$ cat src/rtl/fifo_wr_packer_if.sv
// rtl/fifo_wr_packer_if.sv - byte stream in and FIFO write port out of the write-side packer
interface fifo_wr_packer_if #(
    parameter int IN_WIDTH  = 8,
    parameter int OUT_WIDTH = 32
);
    logic [IN_WIDTH-1:0]  s_data;
    logic                 s_valid;
    logic                 s_last;
    logic                 s_ready;
    logic                 fifo_full;
    logic [OUT_WIDTH-1:0] wr_data;
    logic                 wr_en;

    modport master (
        output s_data, s_valid, s_last, fifo_full,
        input  s_ready, wr_data, wr_en
    );

    modport slave (
        input  s_data, s_valid, s_last, fifo_full,
        output s_ready, wr_data, wr_en
    );
endinterface

$ cat src/rtl/fifo_wr_packer.sv
// rtl/fifo_wr_packer.sv - packs a narrow byte stream into FIFO words for the A->B crossing FIFO
module fifo_wr_packer #(
    parameter int IN_WIDTH  = 8,
    parameter int OUT_WIDTH = 32,
    parameter int CNT_WIDTH = 16
) (
    input  logic                 a_clk_i,
    input  logic                 aresetn_i,
    fifo_wr_packer_if.slave      bus,
    output logic [CNT_WIDTH-1:0] words_cnt_o
);
    localparam int RATIO = OUT_WIDTH / IN_WIDTH;
    localparam int IDX_W = $clog2(RATIO);

    if ((OUT_WIDTH % IN_WIDTH) != 0 || RATIO < 2) begin : g_bad_params
        $error("fifo_wr_packer: OUT_WIDTH must be a multiple (>=2) of IN_WIDTH");
    end

    logic [OUT_WIDTH-1:0] acc_q, acc_d;
    logic [IDX_W-1:0]     idx_q, idx_d;
    logic [OUT_WIDTH-1:0] out_q, out_d;
    logic                 out_valid_q, out_valid_d;
    logic [CNT_WIDTH-1:0] cnt_q, cnt_d;

    logic                 accept;
    logic                 completing;
    logic                 wr_en;
    logic [OUT_WIDTH-1:0] merged;

    // A held word only blocks new beats while the FIFO cannot take it.
    assign wr_en      = out_valid_q & ~bus.fifo_full;
    assign accept     = bus.s_valid & bus.s_ready;
    assign completing = accept & ((idx_q == IDX_W'(RATIO - 1)) | bus.s_last);

    assign bus.s_ready = ~out_valid_q | ~bus.fifo_full;
    assign bus.wr_en   = wr_en;
    assign bus.wr_data = out_q;
    assign words_cnt_o = cnt_q;

    always_comb begin
        merged = '0;
        for (int k = 0; k < RATIO; k++) begin
            if (k < int'(idx_q)) begin
                merged[k*IN_WIDTH +: IN_WIDTH] = acc_q[k*IN_WIDTH +: IN_WIDTH];
            end else if (k == int'(idx_q)) begin
                merged[k*IN_WIDTH +: IN_WIDTH] = bus.s_data;
            end else begin
                merged[k*IN_WIDTH +: IN_WIDTH] = '0;
            end
        end
    end

    always_comb begin
        acc_d       = acc_q;
        idx_d       = idx_q;
        out_d       = out_q;
        out_valid_d = out_valid_q;
        cnt_d       = cnt_q + CNT_WIDTH'(wr_en);

        if (wr_en) begin
            out_valid_d = 1'b0;
        end

        // A completing beat in the same cycle as a write reloads the output stage.
        if (completing) begin
            out_d       = merged;
            out_valid_d = 1'b1;
            acc_d       = '0;
            idx_d       = '0;
        end else if (accept) begin
            acc_d[idx_q*IN_WIDTH +: IN_WIDTH] = bus.s_data;
            idx_d = idx_q + IDX_W'(1);
        end
    end

    always_ff @(posedge a_clk_i or negedge aresetn_i) begin
        if (!aresetn_i) begin
            acc_q       <= '0;
            idx_q       <= '0;
            out_q       <= '0;
            out_valid_q <= 1'b0;
            cnt_q       <= '0;
        end else begin
            acc_q       <= acc_d;
            idx_q       <= idx_d;
            out_q       <= out_d;
            out_valid_q <= out_valid_d;
            cnt_q       <= cnt_d;
        end
    end
endmodule

$ cat src/flat_wrapper.sv
// flat-port wrapper written by rule: the top's interface ports become plain ports
module fifo_wr_packer_flat 
#(
    parameter int IN_WIDTH  = 8,
    parameter int OUT_WIDTH = 32,
    parameter int CNT_WIDTH = 16
)
  (a_clk_i, aresetn_i, words_cnt_o, bus_s_data, bus_s_valid, bus_s_last, bus_fifo_full, bus_s_ready, bus_wr_data, bus_wr_en);
  fifo_wr_packer_if #(.IN_WIDTH(IN_WIDTH), .OUT_WIDTH(OUT_WIDTH)) bus_i ();
  input  logic a_clk_i;
  input  logic aresetn_i;
  output logic [CNT_WIDTH-1:0] words_cnt_o;
  input wire logic [$bits(bus_i.s_data)-1:0] bus_s_data;
  input wire logic [$bits(bus_i.s_valid)-1:0] bus_s_valid;
  input wire logic [$bits(bus_i.s_last)-1:0] bus_s_last;
  input wire logic [$bits(bus_i.fifo_full)-1:0] bus_fifo_full;
  output wire logic [$bits(bus_i.s_ready)-1:0] bus_s_ready;
  output wire logic [$bits(bus_i.wr_data)-1:0] bus_wr_data;
  output wire logic [$bits(bus_i.wr_en)-1:0] bus_wr_en;
  assign bus_i.s_data = bus_s_data;
  assign bus_i.s_valid = bus_s_valid;
  assign bus_i.s_last = bus_s_last;
  assign bus_i.fifo_full = bus_fifo_full;
  assign bus_s_ready = bus_i.s_ready;
  assign bus_wr_data = bus_i.wr_data;
  assign bus_wr_en = bus_i.wr_en;
  fifo_wr_packer #(.IN_WIDTH(IN_WIDTH), .OUT_WIDTH(OUT_WIDTH), .CNT_WIDTH(CNT_WIDTH)) u_core (.a_clk_i(a_clk_i), .aresetn_i(aresetn_i), .bus(bus_i), .words_cnt_o(words_cnt_o));
endmodule
$ cat config.mk
export PLATFORM = sky130hd
export DESIGN_NAME = fifo_wr_packer_flat
export DESIGN_NICKNAME = d
export VERILOG_FILES = /design/src/rtl/fifo_wr_packer_if.sv /design/src/rtl/fifo_wr_packer.sv /design/src/flat_wrapper.sv
export SDC_FILE = /design/constraint.sdc
export NUM_CORES = 1
export LEC_CHECK = 0
export ABC_AREA = 0
export CORE_ASPECT_RATIO = 2
export CORE_MARGIN = 2
export CORE_UTILIZATION = 35
export DETAILED_ROUTE_END_ITERATION = 8
export PLACE_DENSITY = 0.57
export SLEW_MARGIN = 10
export SYNTH_ARGS = -nofsm -noshare
export SYNTH_HDL_FRONTEND = slang
export SYNTH_SLANG_ARGS = --single-unit
$ cat constraint.sdc
create_clock -name a_clk_i -period 3.3 [get_ports a_clk_i]
set_clock_uncertainty 0.15 [all_clocks]
set_input_delay 0.495 -clock a_clk_i [delete_from_list [all_inputs] [get_ports a_clk_i]]
set_output_delay 0.495 -clock a_clk_i [all_outputs]
set_load 0.05 [all_outputs]
# Yosys cells after proc, flatten, opt, wreduce, memory -nomap -nowiden
# Index checks and enable logic that the tools add are counted.
# totals
inputBits	13
ff_bits	83
output_inout_bits	50
# classes
n_bitwise	7
eq_ne	4
order_cmp	3
n_addsub	3
shifts	2
n_mux	14
n_reduce_logical	3
# ops
op	count
32-bit 2-to-1 mux	2
8-bit 2-to-1 mux	7
5-bit negation with 34-bit output	1
8-bit by 34-bit variable shift with 32-bit output, first input constant	1
8-bit by 34-bit indexed part select with 32-bit output	1
32-bit bitwise mux	1
16-bit by 1-bit adder with 16-bit output	1
2-bit equality test, first input constant	2
1-bit by 2-bit < comparator with 1-bit output, first input constant	2
2-bit 2-to-1 mux	2
2-bit nonzero test	2
1-bit bitwise AND	3
2-bit by 1-bit adder with 2-bit output, second input constant	1
1-bit by 2-bit equality test with 1-bit output, first input constant	1
2-bit equality test, second input constant	1
2-bit logical NOT	1
2-bit < comparator, first input constant	1
1-bit 2-to-1 mux	2
1-bit inverter	2
1-bit OR	2

# Depth between registers and ports, before layout
# logic_depth
ltp_word	5
ltp_mapped	7

# Worst setup path after synthesis
# Ideal clock, no wire load.
# synth_path
path_kind	input-to-reg
startpoint	in bus_fifo_full
endpoint	reg u_core.cnt_q[14] (netlist: u_core.words_cnt_o[14])
path_buffers	0
cell_stages	6
arrival_ns	2.314
setup_ns	0.144
slack_ns	0.692
cell_sequence	nor2b_1 ha_1 ha_1 nand3_1 nor4_1 xor2_1
# synth_via
elab_chain_len	3
# synth_rtl
element	line	rtl
start, declared	flat_wrapper.sv:16	input wire logic [$bits(bus_i.fifo_full)-1:0] bus_fifo_full;
1-bit inverter	fifo_wr_packer.sv:31	assign wr_en = out_valid_q & ~bus.fifo_full;
1-bit bitwise AND	fifo_wr_packer.sv:31	
16-bit by 1-bit adder with 16-bit output	fifo_wr_packer.sv:58	cnt_d = cnt_q + CNT_WIDTH'(wr_en);
net u_core.cnt_d[14]	fifo_wr_packer.sv:23	logic [CNT_WIDTH-1:0] cnt_q, cnt_d;
end signal, assigned	fifo_wr_packer.sv:88	cnt_q <= cnt_d;
end, declared	fifo_wr_packer.sv:23	
# The timed path passes the listed nets, and every way through them passes these cells.
# A chain may end at the register's enable or synchronous reset.

# Worst setup path after layout
# layout_path
startpoint	in bus_fifo_full
endpoint	out bus_wr_en
# layout_via
elab_chain_len	2
# layout_rtl
element	line	rtl
1-bit inverter	fifo_wr_packer.sv:31	
1-bit bitwise AND	fifo_wr_packer.sv:31	
end, declared	flat_wrapper.sv:19	output wire logic [$bits(bus_i.wr_en)-1:0] bus_wr_en;
# Every way passes these cells.

==> out/qor_table.md <==
| Stage | Item | Reported |
|---|---|---|
| status | Status | complete, no violations |
| sta | Normalized max-slew margin | 0.368 |
| place | # placed instances | 436 |
| power | Ratio of total power to cell area | 723 nW/µm² |
| drt | Routed length per instance | 18.3 µm |
| global routing | Remaining global-route overflow | 0 |
| worst hold path | Classification of the worst-slack hold path | in2async |
| global routing | Global-route wire length before repair | 13,500 µm |
| cells and area | Proportion of layout cells with a drive suffix above 1 | 0.0714 |
| place | Post-place setup slack | 0.695 ns |
| worst setup path | Element type at the critical path end | primary output |
| sta | Number of hold violations in the final report | 0 |
| place | Dpl cell area | 3970 µm² |
| cts | Clock sinks | 75 |
| cells and area | Total area of multi-input combinational cells | 1270 µm² |
| cells and area | Seq. cell area | 1880 µm² |
| die | Row count | 49 |
| global routing | Vias in the first global route | 2,577 |
| cts | Worst-Skew Late Latency | 0.34 ns |
| synthesis | Dominant register cell in the synthesized netlist | dfrtp_1 |
| worst setup path | Worst setup path category | in2out |
| synthesis | Synthesis warning total | 0 |
| cts | Clock transition at the registers of the reported paths | 0.06 ns |
| sta | Final cycle utilization of the critical path | 0.786 |
| drt | Met1 wire length | 3300 µm |
| cts | Root cell of the clock tree | clkbuf_16 |
| worst setup path | Data arrival time of the worst path | 1.95 ns |
| drt | TritonRoute pass-1 iters | 4 |
| worst setup path | Worst setup SP type | input pin |
| die | Core Box Area | 9010 µm² |
| sta | Count of final max-slew check failures | 0 |
| synthesis | Sequential-to-total area share from yosys stat | 0.579 |
| cts | Post-cts hold buffer count | 0 |
| drt | DRC violations left | 0 |
| cts | # H-tree levels | 3 |
| synthesis | Average instance area after synthesis | 11.4 µm² |
| cts | Number of buffers created by CTS | 9 |
| sta | Final setup fails | 0 |
| job | # Max-Cap Violations | 0 |
| die | Horizontal die dimension | 72.0 µm |
| synthesis | Number of enable-type register cells in the synthesized netlist | 0 |
| sta | Highest clock rate | 385 MHz |
| sta | Fin worst setup slack | 0.705 ns |
| cells and area | Fillcell total | 874 |
| drt | DR top layer | met4 |
| cells and area | Final std cell area, no fill | 4240 µm² |
| cells and area | Area growth from synthesis to layout | 30.9% |
| cts | CTS resizes | 0 |
| cts | Number of post-CTS setup repair buffers | 0 |
| sta | Setup TNS after final layout | 0 ns |
| sta | Min Clock Period, post-route | 2.60 ns |
| synthesis | Count of different cell masters after synthesis | 30 |
| power | Worst voltage drop across the vdd grid | 0.000405 V |
| drt | Detailed route wirelength on metal3 | 328 µm |
| cts | Clock tree from TritonCTS | yes |
| cells and area | Final Util | 0.470 |
| power | Power consumption | 3.07 mW |
| die | Total Die Area | 10,100 µm² |
| cells and area | Count of placed standard cells in the final layout, fillers left out | 452 |
| die | IO Pins | 63 |
| drt | Aggregate routed wire length | 8260 µm |
| global routing | Number of antenna violations at the first check in global routing | 0 |
| sta | Worst slew pin tran | 0.940 ns |
| drt | Via total after detailed routing | 2,502 |
| power | Leakage power | 1.88 nW |
| global routing | Tot GR Track Use | 0.175 |
| synthesis | Cells after Synth | 284 |
| place | I/O Buffers | 62 |
| worst setup path | Required time at the worst-slack endpoint | 2.65 ns |
| drt | Routed wl met2 | 4320 µm |
| cells and area | Post-layout nets | 365 |
| die | Starting utilization of the core area | 0.359 |
| cts | Number of buffers between clock root and the deepest sink | 2 |
| sta | Final-layout worst hold slack | 0.0285 ns |
| drt | Post-DR vias/cell | 5.54 |
| place | Routability congestion estimate | 0.803 |
| die | Height of the die | 140 µm |
| drt | DRT iter0 DRCs | 151 |
| place | DP HPWL | 5890 µm |
| global routing | Pin count of the biggest net entering global routing | 50 |
| cells and area | Number of antenna repair diodes | 0 |
| drt | Residual antenna-violating net count after detailed routing | 0 |
| synthesis | Synth Register Bits | 75 |
| synthesis | Number of nets in the synthesized netlist | 304 |
| sta | Setup repair after global routing missed its margin | false |
| synthesis | Share of async-settable or async-resettable flops after synthesis | 1.00 |
| synthesis | Post-synthesis instance area | 3240 µm² |
| worst setup path | Highest fanout seen on the critical path | 4 |
## per-layer routing
metal / vias up / global-route usage
met5: - / 0
met4: 0 / 0.0904
met3: 17 / 0.0460
met2: 59 / 0.298
met1: 1254 / 0.196
li1: 1172 / -
## area by class of cell
| type | count | share of cell area |
|---|---|---|
| flip-flops and latches | 75 | 0.443 |
| clock inverters | 2 | 0.00236 |
| inverters | 6 | 0.00531 |
| repair buffers | 67 | 0.157 |
| well taps | 102 | 0.0301 |
| clock buffers | 14 | 0.0623 |
| multi-input cells | 186 | 0.300 |
## power breakdown
| group | total (mW) | internal, mW | switching (mW) | leakage (nW) |
|---|---|---|---|---|
| clock | 0.904 | 0.548 | 0.356 | 0.137 |
| combinational | 1.00 | 0.326 | 0.675 | 0.736 |
| sequential | 1.16 | 1.06 | 0.102 | 1.01 |
| total | 3.07 | 1.93 | 1.13 | 1.88 |
## worst paths after layout
| kind | start | to | slack, ns | cells past startpoint |
|---|---|---|---|---|
| setup / recovery | bus_fifo_full | bus_wr_en | 0.70 | 3 |
| hold / removal | aresetn_i | u_core.bus.wr_data[23]$_DFFE_PN0P_ | 0.03 | 1 |
| setup reg to reg | u_core.idx_q[1]$_DFFE_PN0P_ | u_core.acc_q[19]$_DFFE_PN0P_ | 0.72 | 5 |
| hold reg to reg | u_core.words_cnt_o[15]$_DFF_PN0_ | u_core.words_cnt_o[15]$_DFF_PN0_ | 0.32 | 1 |
| max in group asynchronous | aresetn_i | u_core.words_cnt_o[9]$_DFF_PN0_ | 2.28 | 2 |
| min in group a_clk_i | u_core.words_cnt_o[15]$_DFF_PN0_ | u_core.words_cnt_o[15]$_DFF_PN0_ | 0.32 | 1 |
## cell usage in the layout, fill, tap and decap left out, drive strengths merged, types with 7 or more instances in the layout
master,count
mux2i,8
a22oi,15
a21oi,8
nand3,7
nand4,11
o21ai,58
dfrtp,75
nand2,8
clkdlybuf4s50,61
a22o,24
ha,7
clkbuf,14
nor2,7
xor2,10
## logic make-up (layout without fill, tap and decap cells)
logic type / count (synthesis) / in the layout / share of synthesized area
xor+xnor: 14 / 14 / 0.0379
compound gates: 109 / 109 / 0.212
flops: 75 / 75 / 0.579
buf+inv: 23 / 89 / 0.0290
fa+ha+maj: 7 / 7 / 0.0270
mux: 9 / 9 / 0.0282
simple gates: 47 / 47 / 0.0869
## registers in the layout (all words and copies together), names as in the netlist
register,flops
u_core.out_valid_q,1
u_core.bus.wr_data,32
u_core.acc_q,24
u_core.words_cnt_o,16
u_core.idx_q,2
## synthesized netlist by cell type (all sizes together) (7+ instances only)
master | count | area (µm²)
nand4 | 11 | 68.8
clkbuf | 15 | 56.3
nand3 | 7 | 35.0
a21oi | 8 | 40.0
a22o | 24 | 210
nor2 | 7 | 28.8
dfrtp | 75 | 1880
a22oi | 15 | 113
ha | 7 | 87.6
mux2i | 8 | 80.1
nand2 | 8 | 30.0
o21ai | 58 | 290
xor2 | 10 | 87.6
## critical path, cell delays in order
cell	delay, ns
clkdlybuf4s50_1	0.46
nor2b_1	0.17
clkdlybuf4s50_1	0.82
Power figures use the tool's default switching activity.
